--- src/rtl/div_unit.sv ---
// Iterative radix-2 restoring divider for RISC-V DIV/DIVU/REM/REMU with a sign-fix cycle.
// Optional macro DIV_EARLY_OUT_EN: divide-by-zero and signed overflow finish straight from the start edge.
module div_unit #(
    parameter int XLEN = 32
) (
    input  logic            clk,
    input  logic            rst,
    input  logic            start,
    input  logic [1:0]      op,
    input  logic [XLEN-1:0] rs1_data,
    input  logic [XLEN-1:0] rs2_data,
    output logic            busy,
    output logic            done,
    output logic [XLEN-1:0] div_out
);

    localparam int CW = $clog2(XLEN);
    localparam logic [XLEN-1:0] MIN_NEG = {1'b1, {(XLEN-1){1'b0}}};

    typedef enum logic [1:0] {IDLE, CALC, FIX, DONE} state_t;

    state_t          state;
    state_t          next_state;
    logic [1:0]      op_q;
    logic [XLEN-1:0] quo;
    logic [XLEN-1:0] rem;
    logic [XLEN-1:0] divisor;
    logic [XLEN-1:0] dividend;
    logic [CW-1:0]   cnt;
    logic            q_neg;
    logic            r_neg;
    logic            div_zero;
    logic            ovf;

    logic            is_signed;
    logic [XLEN-1:0] rs1_mag;
    logic [XLEN-1:0] rs2_mag;
    logic            start_zero;
    logic            start_ovf;
    logic            calc_last;
    logic [XLEN:0]   shifted;
    logic [XLEN:0]   trial;
    logic [XLEN-1:0] step_rem;
    logic [XLEN-1:0] step_quo;
    logic [XLEN-1:0] fix_res;

    // Result forced by the RISC-V rules for divide-by-zero (zero=1) or signed overflow (zero=0).
    function automatic logic [XLEN-1:0] special_value(input logic [1:0] o,
                                                      input logic [XLEN-1:0] a,
                                                      input logic zero);
        if (zero)
            return o[1] ? a : '1;
        else
            return o[1] ? '0 : MIN_NEG;
    endfunction

    always_comb begin
        is_signed  = ~op[0];
        rs1_mag    = (is_signed && rs1_data[XLEN-1]) ? -rs1_data : rs1_data;
        rs2_mag    = (is_signed && rs2_data[XLEN-1]) ? -rs2_data : rs2_data;
        start_zero = (rs2_data == '0);
        start_ovf  = is_signed && (rs1_data == MIN_NEG) && (rs2_data == '1);
        calc_last  = (cnt == CW'(XLEN-1));
    end

    // The shifted remainder needs XLEN+1 bits; a set top bit of trial means it went negative.
    always_comb begin
        shifted  = {rem, quo[XLEN-1]};
        trial    = shifted - {1'b0, divisor};
        step_rem = trial[XLEN] ? shifted[XLEN-1:0] : trial[XLEN-1:0];
        step_quo = {quo[XLEN-2:0], ~trial[XLEN]};
    end

    always_comb begin
        fix_res = quo;
        if (div_zero || ovf) begin
            fix_res = special_value(op_q, dividend, div_zero);
        end else begin
            case (op_q)
                2'b00:   fix_res = q_neg ? -quo : quo;
                2'b01:   fix_res = quo;
                2'b10:   fix_res = r_neg ? -rem : rem;
                default: fix_res = rem;
            endcase
        end
    end

    always_ff @(posedge clk) begin
        if (rst)
            state <= IDLE;
        else
            state <= next_state;
    end

    always_comb begin
        next_state = state;
        case (state)
            IDLE, DONE: begin
                if (start) begin
`ifdef DIV_EARLY_OUT_EN
                    next_state = (start_zero || start_ovf) ? DONE : CALC;
`else
                    next_state = CALC;
`endif
                end else begin
                    next_state = IDLE;
                end
            end
            CALC:    next_state = calc_last ? FIX : CALC;
            FIX:     next_state = DONE;
            default: next_state = IDLE;
        endcase
    end

    always_comb begin
        busy = (state == CALC) || (state == FIX);
        done = (state == DONE);
    end

    always_ff @(posedge clk) begin
        if (rst) begin
            op_q     <= '0;
            quo      <= '0;
            rem      <= '0;
            divisor  <= '0;
            dividend <= '0;
            cnt      <= '0;
            q_neg    <= 1'b0;
            r_neg    <= 1'b0;
            div_zero <= 1'b0;
            ovf      <= 1'b0;
            div_out  <= '0;
        end else begin
            case (state)
                IDLE, DONE: begin
                    if (start) begin
                        op_q     <= op;
                        quo      <= rs1_mag;
                        divisor  <= rs2_mag;
                        dividend <= rs1_data;
                        rem      <= '0;
                        cnt      <= '0;
                        q_neg    <= rs1_data[XLEN-1] ^ rs2_data[XLEN-1];
                        r_neg    <= rs1_data[XLEN-1];
                        div_zero <= start_zero;
                        ovf      <= start_ovf;
`ifdef DIV_EARLY_OUT_EN
                        if (start_zero || start_ovf)
                            div_out <= special_value(op, rs1_data, start_zero);
`endif
                    end
                end
                CALC: begin
                    rem <= step_rem;
                    quo <= step_quo;
                    cnt <= cnt + CW'(1);
                end
                FIX: begin
                    div_out <= fix_res;
                end
                default: begin
                end
            endcase
        end
    end

endmodule

--- config.mk ---
export PLATFORM = sky130hd
export DESIGN_NAME = div_unit
export DESIGN_NICKNAME = d
export VERILOG_FILES = /design/src/rtl/div_unit.sv
export SDC_FILE = /design/constraint.sdc
export NUM_CORES = 1
export LEC_CHECK = 0
export CAP_MARGIN = 25
export CELL_PAD_IN_SITES_DETAIL_PLACEMENT = 1
export CELL_PAD_IN_SITES_GLOBAL_PLACEMENT = 1
export CORE_MARGIN = 3
export CORE_UTILIZATION = 35
export CTS_BUF_LIST = sky130_fd_sc_hd__clkbuf_4 sky130_fd_sc_hd__clkbuf_8
export DETAILED_ROUTE_END_ITERATION = 10
export PLACE_DENSITY_LB_ADDON = 0.15
export RECOVER_POWER = 25
export SLEW_MARGIN = 20
export SYNTH_ARGS = -nofsm -noshare
export SYNTH_HDL_FRONTEND = slang
export SYNTH_SLANG_ARGS = --single-unit
--- constraint.sdc ---
create_clock -name clk -period 9.4 [get_ports clk]
set_input_delay 1.88 -clock clk [delete_from_list [all_inputs] [get_ports clk]]
set_output_delay 1.88 -clock clk [all_outputs]
set_load 0.02 [all_outputs]
* Word-level counts from Yosys, hierarchy flattened
Index checks and enable logic that the tools add are counted.
** Storage, ports and cells
- Logic and storage cells :: 62
- Output and inout port bits :: 34
- Bits in registers :: 173
- Bits of input ports :: 69
** Cells by class
- Muxes and demuxes :: 19
- Reduce and logical (&&, ||, !) cells :: 13
- Bitwise gates (word level) :: 3
- Eq/ne operators :: 9
- $add $sub $neg :: 6
** Operators by type and width (number)
- 32-bit 2-to-1 mux :: 11
- 32-bit negator :: 4
- 32-bit one-hot mux with 2 select lines :: 2
- 32-bit one-hot mux with 3 select lines :: 1
- 32-bit equality test, second input constant :: 2
- 33-bit by 32-bit subtractor with 33-bit output :: 1
- 32-bit zero test :: 1
- 5-bit one-hot mux with 2 select lines :: 1
- 2-bit equality test, second input constant :: 3
- 2-bit one-hot mux with 3 select lines :: 1
- 5-bit by 1-bit adder with 5-bit output, second input constant :: 1
- 5-bit equality test, second input constant :: 1
- 5-bit 2-to-1 mux :: 1
- 2-bit by 1-bit equality test with 1-bit output, second input constant :: 2
- 1-bit logical AND :: 4
- 2-bit zero test :: 2
- 2-bit AND reduction :: 2
- 1-bit logical OR :: 2
- 2-bit 2-to-1 mux :: 1
- 2-bit inequality test, second input constant :: 1
- 1-bit inverter :: 2
- 2-bit nonzero test :: 1
- 2-bit OR reduction :: 1
- 1-bit 2-to-1 mux :: 1
- 1-bit bitwise XOR :: 1

* Depth between registers and ports, before layout
Gate-level depths: netlist of run 1.
- Depth in word-level cells :: 5
- Gate-level depth with buffers :: 14

* Worst setup path after synthesis of run 1
No wires, ideal clock.
- Path kind :: input -> register
- Start point :: input port rs1_data[6]
- End point :: register quo[28]
- Data arrival time :: 3.793 ns
- Required time :: 9.268 ns
- Stages :: 9
- Setup slack :: 5.474 ns
- Library setup time :: 0.132 ns
- Buffers on the path :: 0
- Path through :: or4_1 > nor4_1 > nand3_1 > nor3_1 > a21oi_1 > xnor2_1 > nand2_1 > o211ai_1 > a21oi_1
** On the way
- Cells in the longest elaborated chain, start to end :: 4
** RTL lines
- from (decl) :: line 10 : input logic [XLEN-1:0] rs1_data,
- 32-bit negator :: line 59 : rs1_mag = (is_signed && rs1_data[XLEN-1]) ? -rs1_data : rs1_data;
- 32-bit 2-to-1 mux :: line 59
- 32-bit 2-to-1 mux :: line 136 : if (start) begin
- 32-bit one-hot mux with 2 select lines :: line 134 : case (state)
- to (signal assigned) :: line 138 : quo <= rs1_mag;
- to (signal assigned) :: line 155 : quo <= step_quo;
- to (decl) :: line 25 : logic [XLEN-1:0] quo;
No other way between the ends. The select of a mux whose other input is x is not followed.
A chain may end at the register's enable or synchronous reset.

==> results of run 1 <==
-- logic make-up after synthesis --
kind of cell    Yosys count  share of synthesized area
fa+ha+maj                43                     0.0471
simple gates            548                      0.213
flops                   172                      0.297
mux                      35                     0.0304
buf+inv                 165                     0.0540
xor+xnor                131                     0.0991
compound gates          481                      0.259
-- metrics by stage --
| step | total power [mW] | util | cell area, um2 | setup slack, ns | cells |
|---|---|---|---|---|---|
| 4_1_cts | 2.28 | 0.418 | 13400 | 4.63 | 2067 |
| 3_3_place_gp | 1.65 | 0.403 | 12900 | 4.22 | 2035 |
| 3_5_place_dp | 1.67 | 0.404 | 12900 | 4.11 | 2036 |
| 5_1_grt | 2.42 | 0.418 | 13400 | 2.24 | 2068 |
| 2_1_floorplan | 1.42 | - | 11600 | 5.47 | 1575 |
| 6_report | 2.27 | 0.418 | 13400 | 2.80 | 2068 |
-- registers in the layout, indices dropped and copies added (netlist names) --
name and flops:
ovf 1, state 2, dividend 32, div_out 32, divisor 32, cnt 5, quo 32, q_neg 1
rem 32, op_q 2, div_zero 1
-- per-layer routing --
| layer | track usage | up-vias |
|---|---|---|
| met5 | 0 | - |
| met4 | 0.0519 | 0 |
| met3 | 0.0323 | 37 |
| met2 | 0.358 | 207 |
| met1 | 0.321 | 5583 |
| li1 | - | 5699 |
-- how the worst min path moves through the flow --
stage	depth (start not counted)	slack, ns	start	end
after CTS	2	0.45	div_out[31]$_SDFFE_PP0P_	div_out[31]$_SDFFE_PP0P_
after detailed placement	2	0.44	div_out[31]$_SDFFE_PP0P_	div_out[31]$_SDFFE_PP0P_
after global routing	2	0.48	dividend[13]$_SDFFE_PP0P_	dividend[13]$_SDFFE_PP0P_
after global placement	2	0.43	div_out[31]$_SDFFE_PP0P_	div_out[31]$_SDFFE_PP0P_
after floorplan	2	0.43	divisor[25]$_SDFFE_PP0P_	divisor[25]$_SDFFE_PP0P_
final	2	0.45	div_out[31]$_SDFFE_PP0P_	div_out[31]$_SDFFE_PP0P_
-- worst reg2reg max path: cells and delay by family (launching register included) --
| kind | cells | cell delay (ns) |
|---|---|---|
| compound gates | 3 | 0.66 |
| buf+inv | 2 | 2.90 |
| flops | 1 | 0.32 |
| simple gates | 2 | 0.87 |
-- area by class of cell --
type | instances | area (um2)
Inverter | 71 | 267
Multi-Input combinational cell | 1238 | 7530
Fill cell | 4042 | 18600
Clock inverter | 9 | 161
Sequential cell | 172 | 3440
Tap cell | 435 | 544
Clock buffer | 22 | 284
Timing Repair Buffer | 121 | 1170
-- cells in the final DEF (no fill, tap or decap), types with 12 or more instances in the layout --
cell	Yosys	final
o211ai_1	22	22
nand4_1	14	14
dfxtp_1	172	172
nor3_1	29	29
clkdlybuf4s50_1	0	100
xnor2_1	78	78
a31oi_1	12	12
o41ai_1	14	14
o21ai_0	125	125
a21o_1	12	12
nor2_1	131	129
inv_1	70	70
ha_1	42	42
nand3_1	27	27
nor2b_1	16	16
nand2_1	247	247
a311oi_1	12	12
clkbuf_8	0	19
a21oi_1	161	160
mux2i_1	34	34
a211oi_1	31	31
xor2_1	53	53
or3_1	13	13
buf_4	0	15
o31ai_1	24	24
nor4_1	14	14
-- power breakdown --
part	internal (mW)	switching, mW
logic	0.330	0.492
registers	0.776	0.0639
clock network	0.313	0.294
total	1.42	0.850
==> results.toml, run 1 <==
[global_routing]
overflow = 0
grt_pass1_wl_um = 63900
grtUsageTotal = 0.225
grt_max_degree = 98
grt_antenna_before_repair = 0
grt_pass1_vias = 11500

[clock_network]
cts_htree_levels = 4
clk_root_buffer_cell = "clkbuf_8"
cts_tree = "yes"
cts_resized = 0
path_clk_slew_ns = 0.10
cts_setup_buffers = 0
clock_sinks = 172
clock_path_buffers = 2
cts_buffers = 17
cts_hold_buf = 0
clkLatencyLatePin_ns = 0.49

[timing]
fin_crit_sh = 0.702
setup_viol = 0
finClkSkew_ns = 0.0154
max_freq_ghz = 0.151
slew_violations = 185
worst_pin_slew_ns = 3.86
hold_viol = 0
final.min_clock_period_ns = 6.60
grt_setup_unrepaired = "false"
slew-limit-headroom = -1.58
fin_tns_setup_ns = 0
hold_ws_ns = 0.445

[critical_path]
cp.depth = 5
r2r-start = "op_q[1]$_SDFFE_PP0P_"
cp-start-kind = "input port"
cp_slowest_cell = "clkbuf_1"
r2r_slack_ns = 4.56
worstSetupStartpoint = "rst"
r2r_cells = 7
worst-setup-path-type = "input port to flip-flop"
cp_top_family = "buffers and inverters"
critPathBufInv = 2
cp-end-kind = "flip-flop"
arrival_ns = 6.97
crit_chain = "buf_4 > clkbuf_1 > nor2_1 > a32oi_1 > o31ai_1"
worstReg2RegEnd = "div_out[9]$_SDFFE_PP0P_"
cp.required_ns = 9.76
crit_fanout = 81
crit_end = "rem[25]$_SDFFE_PP0P_"
max_stage_delay_ns = 2.74

[finish]
area_growth_pct = 15.7
antenna_cells = 0
layout-drive-gt1-share = 0.0367
nNetsFinal = 1733

[route]
routed_wirelength_um = 40100
wl_met2_um = 18100
postRouteAntennaNets = 0
wl_per_cell_um = 19.4
wl_met1_um = 19900
first_pass_iters = 5
via_per_inst = 5.57
drt_iter0_markers = 583
route.met3.wl_um = 1460
drc = 0
topRoutingLayerUsed = "met4"
vias = 11500

[yosys]
syn_avg_cell_area_um2 = 7.35
syn_inst = 1575
syn_area_um2 = 11600
synthTopCellsByCount = "nand2_1, dfxtp_1, a21oi_1"
synth_most_common_cell = "nand2_1"
ys_async_sr_fraction = 0
synthFlopType = "dfxtp_1"
synth-edff-count = 0
yosys.area.top_type = "dfxtp_1"
yosysWarningCount = 0
syn-num-nets = 1687
ys_seq_area_frac = 0.297
yosys-top-cells-area = "dfxtp_1, nand2_1, a21oi_1, xnor2_1, o21ai_0"
synth.distinct_cells = 65
ys_seq_elements = 172
synth_top_cell_area_share = 0.297

[power_and_ir_drop]
p_leak_nw = 4.98
ir_worst_vdd_mv = 0.0846
power_density_nw_per_um2 = 169

[outcome]
status = "finished, violations left"
violations = "max-capacitance violations, max-slew violations"

[run]
cap_viol_max_count = 3

[die]
dieWidth_um = 188
std_cell_rows = 65
dieArea_um2 = 35300
start_util = 0.361
fp.dieH_um = 188
pin_count = 103
core_um2 = 32000

[placed_design]
gp_congestion = 0.867
port_buffers = 102
dpl.hpwl_um = 30100

[min_path]
hp-class = "flip-flop to flip-flop"
Power figures use the tool's default switching activity.
==> inputs of run 2 (changes only) <==
==> constraint.sdc (replaced) <==
create_clock -name clk -period 5.7 [get_ports clk]
set_input_delay 1.14 -clock clk [delete_from_list [all_inputs] [get_ports clk]]
set_output_delay 1.14 -clock clk [all_outputs]
set_load 0.02 [all_outputs]
==> run 2 against run 1 <==
Effect of this change: the run still ends with max-capacitance violations, max-slew violations left; global-route usage is 0.19 points higher; power is 67% higher; largest cell class unchanged; critical endpoint unchanged; clock skew is 0.00078 ns lower; final cell count stayed put; routed wire length is 1.2% higher.
==> results.toml, run 2 (synthesized netlist as in run 1, its figures left out) <==
[outcome]
status = "finished, violations left"
violations = "max-capacitance violations, max-slew violations"

[critical_path]
worstSetupStartpoint = "rst"
crit_fanout = 67
worstReg2RegEnd = "rem[16]$_SDFFE_PP0P_"
cp-end-kind = "flip-flop"
cp_slowest_cell = "clkbuf_1"
cp.required_ns = 6.06
cpMostUsedCell = "clkbuf_1"
arrival_ns = 5.04
crit_end = "rem[25]$_SDFFE_PP0P_"
cp_top_family = "buffers and inverters"
critPathBufInv = 3
max_stage_delay_ns = 1.46
worst-setup-path-type = "input port to flip-flop"
crit_chain = "clkbuf_1 > buf_16 > clkbuf_1 > nor2_1 > a32oi_1 > o31ai_1"
cp.depth = 6
r2r_cells = 13
r2r-start = "quo[31]$_SDFFE_PP0P_"
r2r_slack_ns = 1.47
cp-start-kind = "input port"

[die]
core_um2 = 32000
dieArea_um2 = 35300
std_cell_rows = 65
start_util = 0.361
fp.dieH_um = 188
pin_count = 103
dieWidth_um = 188

[power_and_ir_drop]
ir_worst_vdd_mv = 0.167
power_density_nw_per_um2 = 283
p_leak_nw = 5.03
finalPower_mw = 3.79

[global_routing]
grt_pass1_vias = 11500
grtUsageTotal = 0.226
grt_max_degree = 88
grt_pass1_wl_um = 64400
overflow = 0
grt_antenna_before_repair = 0

[route]
vias = 11600
wl_per_cell_um = 19.6
drt_iter0_markers = 813
drc = 0
routed_wirelength_um = 40500
postRouteAntennaNets = 0
via_per_inst = 5.61
first_pass_iters = 7

[timing]
finClkSkew_ns = 0.0147
fin_tns_setup_ns = 0
max_freq_ghz = 0.214
worst_pin_slew_ns = 2.47
setup_viol = 0
slew_violations = 112
hold_viol = 0
slew-limit-headroom = -0.646
final.min_clock_period_ns = 4.68
fin_crit_sh = 0.821
grt_setup_unrepaired = "false"

[clock_network]
cts_htree_levels = 4
clock_sinks = 172
cts_hold_buf = 0
cts_tree = "yes"
cts_buffers = 17
clk_root_buffer_cell = "clkbuf_8"
path_clk_slew_ns = 0.09
clock_path_buffers = 2
cts_setup_buffers = 0
clkLatencyLatePin_ns = 0.50
cts_resized = 0

[finish]
layout_commonest_cell = "nand2_1"
antenna_cells = 0
layout-drive-gt1-share = 0.0361
nNetsFinal = 1732
area_growth_pct = 15.8
final_cell_mix = "nand2_1, dfxtp_1, a21oi_1, nor2_1, o21ai_0"
n_fill_cell = 4004

[placed_design]
dpl.hpwl_um = 30500
gp_congestion = 0.890
port_buffers = 102

[run]
cap_viol_max_count = 3

[min_path]
hold_depth = 2
hp-class = "flip-flop to flip-flop"
run 2: cell types whose count changed in the layout (fill, tap and decap cells not counted), moves of 2 or more:
| cell | delta |
|---|---|
| dlygate4sd3_1 | +11 |
| clkinv_2 | +2 |
| clkinvlp_4 | -2 |
| inv_6 | +2 |
| clkbuf_4 | -2 |
| clkdlybuf4s50_1 | -11 |
run 2: cell type report:
cell class | count | area [um2] | area share
timing repair buffer | 120 | 1160 | 0.0867
multi-input combinational | 1238 | 7520 | 0.561
tap | 435 | 544 | 0.0406
clock inverter | 13 | 213 | 0.0159
clock buffer | 19 | 255 | 0.0190
inverter | 71 | 267 | 0.0199
sequential | 172 | 3440 | 0.257
run 2: layer usage:
metal / vias to the layer above / part of all wire / track usage
met3: 40 / 0.031 / 0.0271
met1: 5636 / 0.50 / 0.322
li1: 5675 / - / -
met2: 242 / 0.45 / 0.365
met4: 0 / 0.016 / 0.0545
met5: - / 0 / 0
run 2: worst min path at each step:
| stage | start | endpoint | slack (ns) |
|---|---|---|---|
| CTS | div_out[31]$_SDFFE_PP0P_ | div_out[31]$_SDFFE_PP0P_ | 0.44 |
| global route | dividend[16]$_SDFFE_PP0P_ | dividend[16]$_SDFFE_PP0P_ | 0.48 |
| global placement | div_out[31]$_SDFFE_PP0P_ | div_out[31]$_SDFFE_PP0P_ | 0.43 |
| finish | div_out[31]$_SDFFE_PP0P_ | div_out[31]$_SDFFE_PP0P_ | 0.44 |
| detailed placement | div_out[31]$_SDFFE_PP0P_ | div_out[31]$_SDFFE_PP0P_ | 0.43 |
| floorplan | divisor[25]$_SDFFE_PP0P_ | divisor[25]$_SDFFE_PP0P_ | 0.43 |
run 2: metrics by stage:
step	area (um2)	std cells	utilization	setup slack, ns	hold slack, ns
2_1_floorplan	11600	1575	-	2.51	0.432
3_3_place_gp	12900	2034	0.403	1.21	0.430
3_5_place_dp	12900	2035	0.403	1.17	0.432
4_1_cts	13400	2067	0.418	1.49	0.445
5_1_grt	13400	2068	0.418	0.780	0.482
6_report	13400	2068	0.418	1.02	0.436
run 2: tightest hold or removal path, cell delays in order, from the launching register on:
cell     delay [ns]
dfxtp_1        0.32
nand2_1        0.05
nand2_1        0.04
run 2: report_power, final:
group | switching [mW] | total, mW | internal [mW]
sequential | 0.106 | 1.39 | 1.28
combinational | 0.815 | 1.36 | 0.541
clock | 0.504 | 1.05 | 0.543
total | 1.43 | 3.79 | 2.36
